==> src/rtl/lc_pkg.sv <==
// Shared definitions for the level-crossing gate sequencer.
// Latency: n/a (types, constants and helpers only).
// Backpressure: n/a.
package lc_pkg;

  // Default cycle counts. Every cycle count must be between 1 and 2**TW.
  localparam int LC_WARN_CYC  = 8;
  localparam int LC_CLEAR_CYC = 4;
  localparam int LC_MOVE_TMO  = 16;
  localparam int LC_TW        = 8;

  // The state codes are visible on the debug port, so their values are fixed.
  typedef enum logic [2:0] {
    ST_OPEN    = 3'd0,
    ST_WARN    = 3'd1,
    ST_LOWER   = 3'd2,
    ST_CLOSED  = 3'd3,
    ST_CLEAR   = 3'd4,
    ST_RAISE   = 3'd5,
    ST_FAULT   = 3'd6,
    ST_ILLEGAL = 3'd7
  } lc_state_e;

  // Code 7 is not a real state. A corrupted register that holds it must fail
  // safe, so it is routed to FAULT on the next edge.
  function automatic logic lc_is_legal(input lc_state_e s);
    return (s != ST_ILLEGAL);
  endfunction

  // Maps an illegal code to FAULT and leaves every legal code unchanged.
  function automatic lc_state_e lc_legalize(input lc_state_e s);
    return lc_is_legal(s) ? s : ST_FAULT;
  endfunction

endpackage

==> src/rtl/lc_timer.sv <==
// State-residence down-counter. It loads N-1 and reports done when the count reaches 0.
// Latency: the load takes effect on the next edge; done decodes the counter combinationally.
// Backpressure: none. The counter holds at 0 until the next load.
module lc_timer #(
  parameter int TW = 8
) (
  input  logic          i_clk,
  input  logic          i_rst_n,
  input  logic          i_load,
  input  logic [TW-1:0] i_value,
  output logic          o_done
);

  logic [TW-1:0] r_count;

  // Load on state entry; otherwise count down and stop at zero.
  always_ff @(posedge i_clk or negedge i_rst_n) begin
    if (!i_rst_n) begin
      r_count <= '0;
    end else if (i_load) begin
      r_count <= i_value;
    end else if (r_count != '0) begin
      r_count <= r_count - TW'(1);
    end
  end

  // Done means the residence budget of the current state is used up.
  always_comb begin
    o_done = (r_count == '0);
  end

endmodule

==> src/rtl/gate_sequencer.sv <==
// Level-crossing gate sequencer. A Moore FSM drives the warning lamp, the buzzer and the gate motor.
// Latency: an input affects the outputs 1 cycle later; the outputs decode from the state register only.
// Backpressure: none. The limit switches and the motion timeout drive every decision.
module gate_sequencer
  import lc_pkg::*;
#(
  parameter int WARN_CYC  = LC_WARN_CYC,
  parameter int CLEAR_CYC = LC_CLEAR_CYC,
  parameter int MOVE_TMO  = LC_MOVE_TMO,
  parameter int TW        = LC_TW
) (
  input  logic       i_clk,
  input  logic       i_rst_n,
  input  logic       i_train_near,
  input  logic       i_lim_down,
  input  logic       i_lim_up,
  input  logic       i_fault_clr,
  output logic       o_motor_dn,
  output logic       o_motor_up,
  output logic       o_warn_lamp,
  output logic       o_buzzer,
  output logic       o_gate_closed,
  output logic       o_fault,
  output logic [2:0] o_state
);

  // Each timer preload is N-1, so a timed state lasts exactly N cycles.
  localparam logic [TW-1:0] WARN_LD  = TW'(WARN_CYC - 1);
  localparam logic [TW-1:0] CLEAR_LD = TW'(CLEAR_CYC - 1);
  localparam logic [TW-1:0] MOVE_LD  = TW'(MOVE_TMO - 1);

  lc_state_e     r_state;
  lc_state_e     w_nxt;
  logic          w_tmr_load;
  logic [TW-1:0] w_tmr_val;
  logic          w_tmr_done;
  logic          w_lim_conflict;

  // Both limit switches active at once means the switch or the wiring has failed.
  assign w_lim_conflict = i_lim_up & i_lim_down;

  // State register. Reset parks the gate open and idle immediately, even mid-motion.
  always_ff @(posedge i_clk or negedge i_rst_n) begin
    if (!i_rst_n) begin
      r_state <= ST_OPEN;
    end else begin
      r_state <= w_nxt;
    end
  end

  // Next-state logic. A limit-switch conflict overrides every other transition.
  always_comb begin
    w_nxt = r_state;
    if (w_lim_conflict) begin
      w_nxt = ST_FAULT;
    end else if (!lc_is_legal(r_state)) begin
      w_nxt = lc_legalize(r_state);
    end else begin
      case (r_state)
        ST_OPEN: begin
          if (i_train_near) w_nxt = ST_WARN;
        end
        ST_WARN: begin
          // Once the warning period has fully elapsed, the gate lowers.
          if (w_tmr_done)         w_nxt = ST_LOWER;
          else if (!i_train_near) w_nxt = ST_OPEN;
        end
        ST_LOWER: begin
          if (i_lim_down)      w_nxt = ST_CLOSED;
          else if (w_tmr_done) w_nxt = ST_FAULT;
        end
        ST_CLOSED: begin
          if (!i_train_near) w_nxt = ST_CLEAR;
        end
        ST_CLEAR: begin
          if (i_train_near)    w_nxt = ST_CLOSED;
          else if (w_tmr_done) w_nxt = ST_RAISE;
        end
        ST_RAISE: begin
          // A returning train must stop the raise, even with the gate already up.
          if (i_train_near)    w_nxt = ST_LOWER;
          else if (i_lim_up)   w_nxt = ST_OPEN;
          else if (w_tmr_done) w_nxt = ST_FAULT;
        end
        ST_FAULT: begin
          if (i_fault_clr) w_nxt = i_train_near ? ST_LOWER : ST_RAISE;
        end
        default: begin
          w_nxt = ST_FAULT;
        end
      endcase
    end
  end

  // Reload the timer on every state change; the preload depends on the state being entered.
  always_comb begin
    w_tmr_load = (w_nxt != r_state);
    w_tmr_val  = '0;
    case (w_nxt)
      ST_WARN:  w_tmr_val = WARN_LD;
      ST_LOWER: w_tmr_val = MOVE_LD;
      ST_RAISE: w_tmr_val = MOVE_LD;
      ST_CLEAR: w_tmr_val = CLEAR_LD;
      default:  w_tmr_val = '0;
    endcase
  end

  lc_timer #(
    .TW (TW)
  ) u_timer (
    .i_clk   (i_clk),
    .i_rst_n (i_rst_n),
    .i_load  (w_tmr_load),
    .i_value (w_tmr_val),
    .o_done  (w_tmr_done)
  );

  // Moore output decode. Each state drives at most one motor direction.
  always_comb begin
    o_motor_dn    = 1'b0;
    o_motor_up    = 1'b0;
    o_warn_lamp   = 1'b0;
    o_buzzer      = 1'b0;
    o_gate_closed = 1'b0;
    o_fault       = 1'b0;
    case (r_state)
      ST_WARN: begin
        o_warn_lamp = 1'b1;
        o_buzzer    = 1'b1;
      end
      ST_LOWER: begin
        o_motor_dn  = 1'b1;
        o_warn_lamp = 1'b1;
        o_buzzer    = 1'b1;
      end
      ST_CLOSED, ST_CLEAR: begin
        o_warn_lamp   = 1'b1;
        o_gate_closed = 1'b1;
      end
      ST_RAISE: begin
        o_motor_up  = 1'b1;
        o_warn_lamp = 1'b1;
      end
      ST_FAULT: begin
        o_fault     = 1'b1;
        o_warn_lamp = 1'b1;
        o_buzzer    = 1'b1;
      end
      default: begin
        o_motor_dn = 1'b0;
      end
    endcase
  end

  // Debug view of the raw state code.
  assign o_state = r_state;

endmodule

==> config.mk <==
export PLATFORM = sky130hd
export DESIGN_NAME = gate_sequencer
export DESIGN_NICKNAME = d
export VERILOG_FILES = /design/src/rtl/lc_pkg.sv /design/src/rtl/lc_timer.sv /design/src/rtl/gate_sequencer.sv
export SDC_FILE = /design/constraint.sdc
export NUM_CORES = 1
export LEC_CHECK = 0
export CAP_MARGIN = 20
export CORE_MARGIN = 3
export CORE_UTILIZATION = 40
export DETAILED_ROUTE_END_ITERATION = 10
export GPL_ROUTABILITY_DRIVEN = 0
export PLACE_DENSITY_LB_ADDON = 0.05
export SLEW_MARGIN = 20
export SYNTH_ARGS = -nofsm -noshare
export SYNTH_HDL_FRONTEND = slang
export SYNTH_HIERARCHICAL = 1
export SYNTH_SLANG_ARGS = --single-unit
==> constraint.sdc <==
create_clock -name i_clk -period 7.1 [get_ports i_clk]
set_input_delay 1.42 -clock i_clk [delete_from_list [all_inputs] [get_ports i_clk]]
set_output_delay 1.42 -clock i_clk [all_outputs]
set_load 0.005 [all_outputs]
-- Yosys cells after proc, flatten, opt, wreduce, memory -nomap -nowiden
Cells that the tools add are included.
- add/subtract/negate cells: 1
- equality and inequality tests: 12
- multiplexer cells: 24
- bitwise logic cells: 1
- reduce and logical (&&, ||, !) cells: 8
- operators with widths (cell ; number):
    $mux W3 ; 14
    $pmux W3 S7 ; 1
    $mux W8 ; 2
    $eq A3 B3 Y1 const B ; 5
    $pmux W4 S3 ; 1
    $eq A3 B2 Y1 const B ; 3
    $logic_not A8 Y1 ; 1
    $reduce_bool A8 Y1 ; 1
    $sub A8 B1 Y8 const B ; 1
    $eq A3 B1 Y1 const B ; 2
    $mux W1 ; 6
    $reduce_or A6 Y1 ; 1
    $reduce_or A2 Y1 ; 2
    $logic_not A3 Y1 ; 1
    $ne A3 B3 Y1 ; 1
    $ne A3 B3 Y1 const B ; 1
    $reduce_or A3 Y1 ; 1
    $reduce_bool A2 Y1 ; 1
    $and A1 B1 Y1 ; 1
- flip-flop bits (word level): 11
- input port bits: 6
- output and inout port bits: 9
- word-level logic and storage cells: 48

-- Longest topological paths before layout
- depth in word-level cells: 11
- depth in mapped cells: 13
- mapped depth without buffers: 12

-- Modules after synthesis
The synthesis kept the hierarchy.
- modules (own cells, without submodules) (module ; times used ; cells each ; area an instance (um2) ; sequential area each (um2)):
    gate_sequencer ; 1 ; 67 ; 476.7 ; 75.1
    lc_timer ; 1 ; 54 ; 476.7 ; 200.2

-- Least setup slack after synthesis
Ideal clock, no wire load.
- kind: input -> register
- start: in i_train_near
- end: reg u_timer.r_count[1]
- library setup time: 0.095 ns
- arrival time: 3.199 ns
- data required time: 7.005 ns
- path slack: 3.805 ns
- stages: 8
- buffers on the path: 2
- cell sequence: buf_2 -> a211oi_1 -> a211oi_1 -> mux2_2 -> or3_1 -> a211o_1 -> dlygate4sd1_1 -> o31ai_1
- elaborated cells between the ends (all ways): 20
- those cells by class: eq/ne: 5; mux: 13; reduce/logical: 2
- RTL lines (element ; line ; RTL):
    start: declaration ; gate_sequencer.sv:14 ; input logic i_train_near,
    $mux W3 (on tied branches) ; gate_sequencer.sv:86, gate_sequencer.sv:66 ;
    $mux W3 (on tied branches) ; gate_sequencer.sv:86, gate_sequencer.sv:65 ;
    $pmux W3 S7 (*) ; gate_sequencer.sv:59 ; case (r_state)
    $mux W3 (*) ; gate_sequencer.sv:56 ; end else if (!lc_is_legal(r_state)) begin
    $mux W3 (*) ; gate_sequencer.sv:54 ; if (w_lim_conflict) begin
    $ne A3 B3 Y1 (*) ; gate_sequencer.sv:97 ; w_tmr_load = (w_nxt != r_state);
    net w_tmr_load ; gate_sequencer.sv:34 ; logic w_tmr_load;
    $mux W8 / $reduce_bool A2 Y1 (equally long branches) ; -- ;
    end signal: assignment ; lc_timer.sv:21 ; r_count <= i_value;
    end signal: assignment ; lc_timer.sv:23 ; r_count <= r_count - TW'(1);
    end: declaration ; lc_timer.sv:14 ; logic [TW-1:0] r_count;
The timed path passes the listed nets; every way through them passes the cells marked *.
A chain may end at the register's enable or synchronous reset.

-- Final worst setup path
- start: in i_train_near
- end: reg u_timer.r_count[5]
Same word-level chain as after synthesis.

==> out/qor.yml <==
outcome: "completed"
async_flop_share_pct: 100
fin_crit_ns: 3.72
fmax_mhz: 269
syn-cell-area_um2: 953
rsz0062_at_grt: "no"
dr_total_vias: 952
layout-drive-gt1-share_pct: 4.48
slew_headroom_pct: 63.1
drc: 0
cts_buffers: 3
power.density_nw_per_um2: 476
multi_input_area_um2: 624
io_buffers: 14
syn_to_final_growth_pct: 17.8
highest_layer: "met4"
hp-class: "reg2reg"
wl_met1_um: 988
num-nets-final: 142
htree_levels: 1
mostFrequentLayoutCells: "clkdlybuf4s50_1, nor2_1, dfrtp_1"
diodes: 0
initial_core_util_pct: 42.7
vias_per_cell: 5.88
grt_max_degree: 22
max-clock-path-buffers: 2
synth_edf_count: 0
rows: 17
track_usage_pct: 16.6
wirelength_um: 2200
synth_cell_types: 51
report.final.setup_viol: 0
cts.sinks: 11
dr.pass1.iters: 4
p_sw_share_pct: 47.2
sequentialPowerShare_pct: 30.6
clk_pin_slew_worst_paths_ns: 0.07
cts_tree: "built"
yosysTopAreaCell: "dfrtp_1"
ant_nets: 0
synth_cells: 121
yosysSeqAreaShare_pct: 28.9
die_w_um: 54.8
yosys_warnings: 6
grt_pass1_wl_um: 3590
grt_pass1_vias: 813
num_io_pins: 15
ys_ff_latch: 11
die_h_um: 54.8
crit_path_start_kind: "input port"
final-max-slew-violation-count: 0
cp_max_fo: 13
core_area_um2: 2230
die_area_um2: 3010
report.final.hold_viol_count: 0
dr_wl_met3_um: 96
n_fill_cell: 224
routedWlPerCell_um: 13.5
p_int_mw: 0.282
ctsResizeCount: 0
dp_hpwl_um: 1660
p_switching_mw: 0.253
critPathArrivalTime_ns: 3.88
clk_latency_ns: 0.26
cts.hold.buffers_added: 0
period_share_pct: 52.4
max-vdd-ir-drop_v: 0.000241
post-cts-setup-buffer-count: 0
place_inst: 158
required_ns: 7.26
pwr-share-comb_pct: 61.7
setup_tns_ns: 0
crit_type: "in2reg"
endpoint_kind: "register"
synth_flop_cell: "dfrtp_1"
maxCapViolCount: 0
p_leak_nw: 0.445
finalNonFillerCells: 162
synth_top_area_share_pct: 28.9
grt_overflow: 0
final.setup_skew_ns: 0.00158
cts_root_buffer: "clkbuf_4"
seqCellArea_um2: 275
drt_iter0_markers: 28
worstMarginPinSlew_ns: 0.554
antenna_found_initial: 0
final_common_cell: "clkdlybuf4s50_1"
wl_met2_um: 1070
netlist_top_cells_area: "dfrtp_1, nor2_1, nand2_1"
p_clk_share_pct: 7.7
synth_area_per_cell_um2: 7.88
path summary, 6_finish.rpt:
kind | startpoint | endpoint | slack [ns] | cells after the start
min in group asynchronous | i_rst_n | o_state[2] | 1.49 | 1
max | i_train_near | u_timer/r_count[5] | 3.38 | 9
max in group asynchronous | i_rst_n | u_timer/r_count[2] | 5.27 | 1
min | u_timer/r_count[7] | u_timer/r_count[7] | 0.63 | 2
min reg2reg | u_timer/r_count[7] | u_timer/r_count[7] | 0.63 | 2
max reg2reg | u_timer/r_count[0] | u_timer/r_count[6] | 3.68 | 11
kinds of logic (layout without fill, tap and decap cells):
family          count (synthesis)  count (layout)  share of synthesized area (%)
fa+ha+maj                       1               1                           1.31
compound gates                 39              39                           29.9
simple gates                   52              52                           29.5
other cells                     1               4                          0.393
mux                             2               2                           2.23
flops                          11              11                           28.9
buf+inv                        14              24                           6.82
xor+xnor                        1               1                          0.919
synthesized netlist by cell type (3+ instances only):
cell      instances
dfrtp_1          11
nor2_1           11
nand2_1           9
a21oi_1           6
inv_1             6
nor3_1            6
buf_2             4
o21ai_0           4
a211oi_1          3
and2_1            3
nand2b_1          3
nand3_1           3
nor4_1            3
o211ai_1          3
o31ai_1           3
or3b_1            3
power groups by stage:
stage	registers [mW]	logic, mW	clock network (mW)
finish	0.164	0.330	0.0413
global route	0.174	0.372	0.0476
CTS	0.162	0.332	0.0434
detailed placement	0.163	0.332	0
global placement	0.163	0.327	0
floorplan	0.130	0.264	0
state kept, by name, indices dropped and copies added, names as in the netlist:
register,count
u_timer/r_count,8
o_state,3
through the flow:
stage	total power [mW]	worst slack (ns)	hold slack (ns)	instance area, um2	utilization [%]
final	0.535	3.38	0.625	1120	50.3
after global placement	0.490	3.21	0.612	1100	49.1
after floorplan	0.393	3.81	0.556	965	-
after global routing	0.593	3.16	0.632	1120	50.3
after detailed placement	0.495	3.10	0.601	1100	49.1
after CTS	0.538	3.38	0.614	1120	50.3
worst max-delay path: stages:
cell and delay [ns]:
clkdlybuf4s50_1 0.60, a211oi_1 0.31, a211oi_1 0.10, mux2_2 0.29, or3_1 0.30, a211o_1 0.39
inv_1 0.21, nor2_1 0.07, a221oi_1 0.20
metal layers:
layer / track usage (%) / vias up
li1: - / 480
met1: 21.1 / 441
met2: 27.0 / 25
met3: 1.63 / 6
met4: 9.13 / 0
met5: 0 / -
area by class of cell:
class	instances	share of cell area (%)
clock buffer	4	2.34
timing repair buffer	14	12.5
tap	28	3.12
inverter	6	2.00
sequential	11	24.5
multi-input combinational	99	55.6
Power figures use the tool's default switching activity.
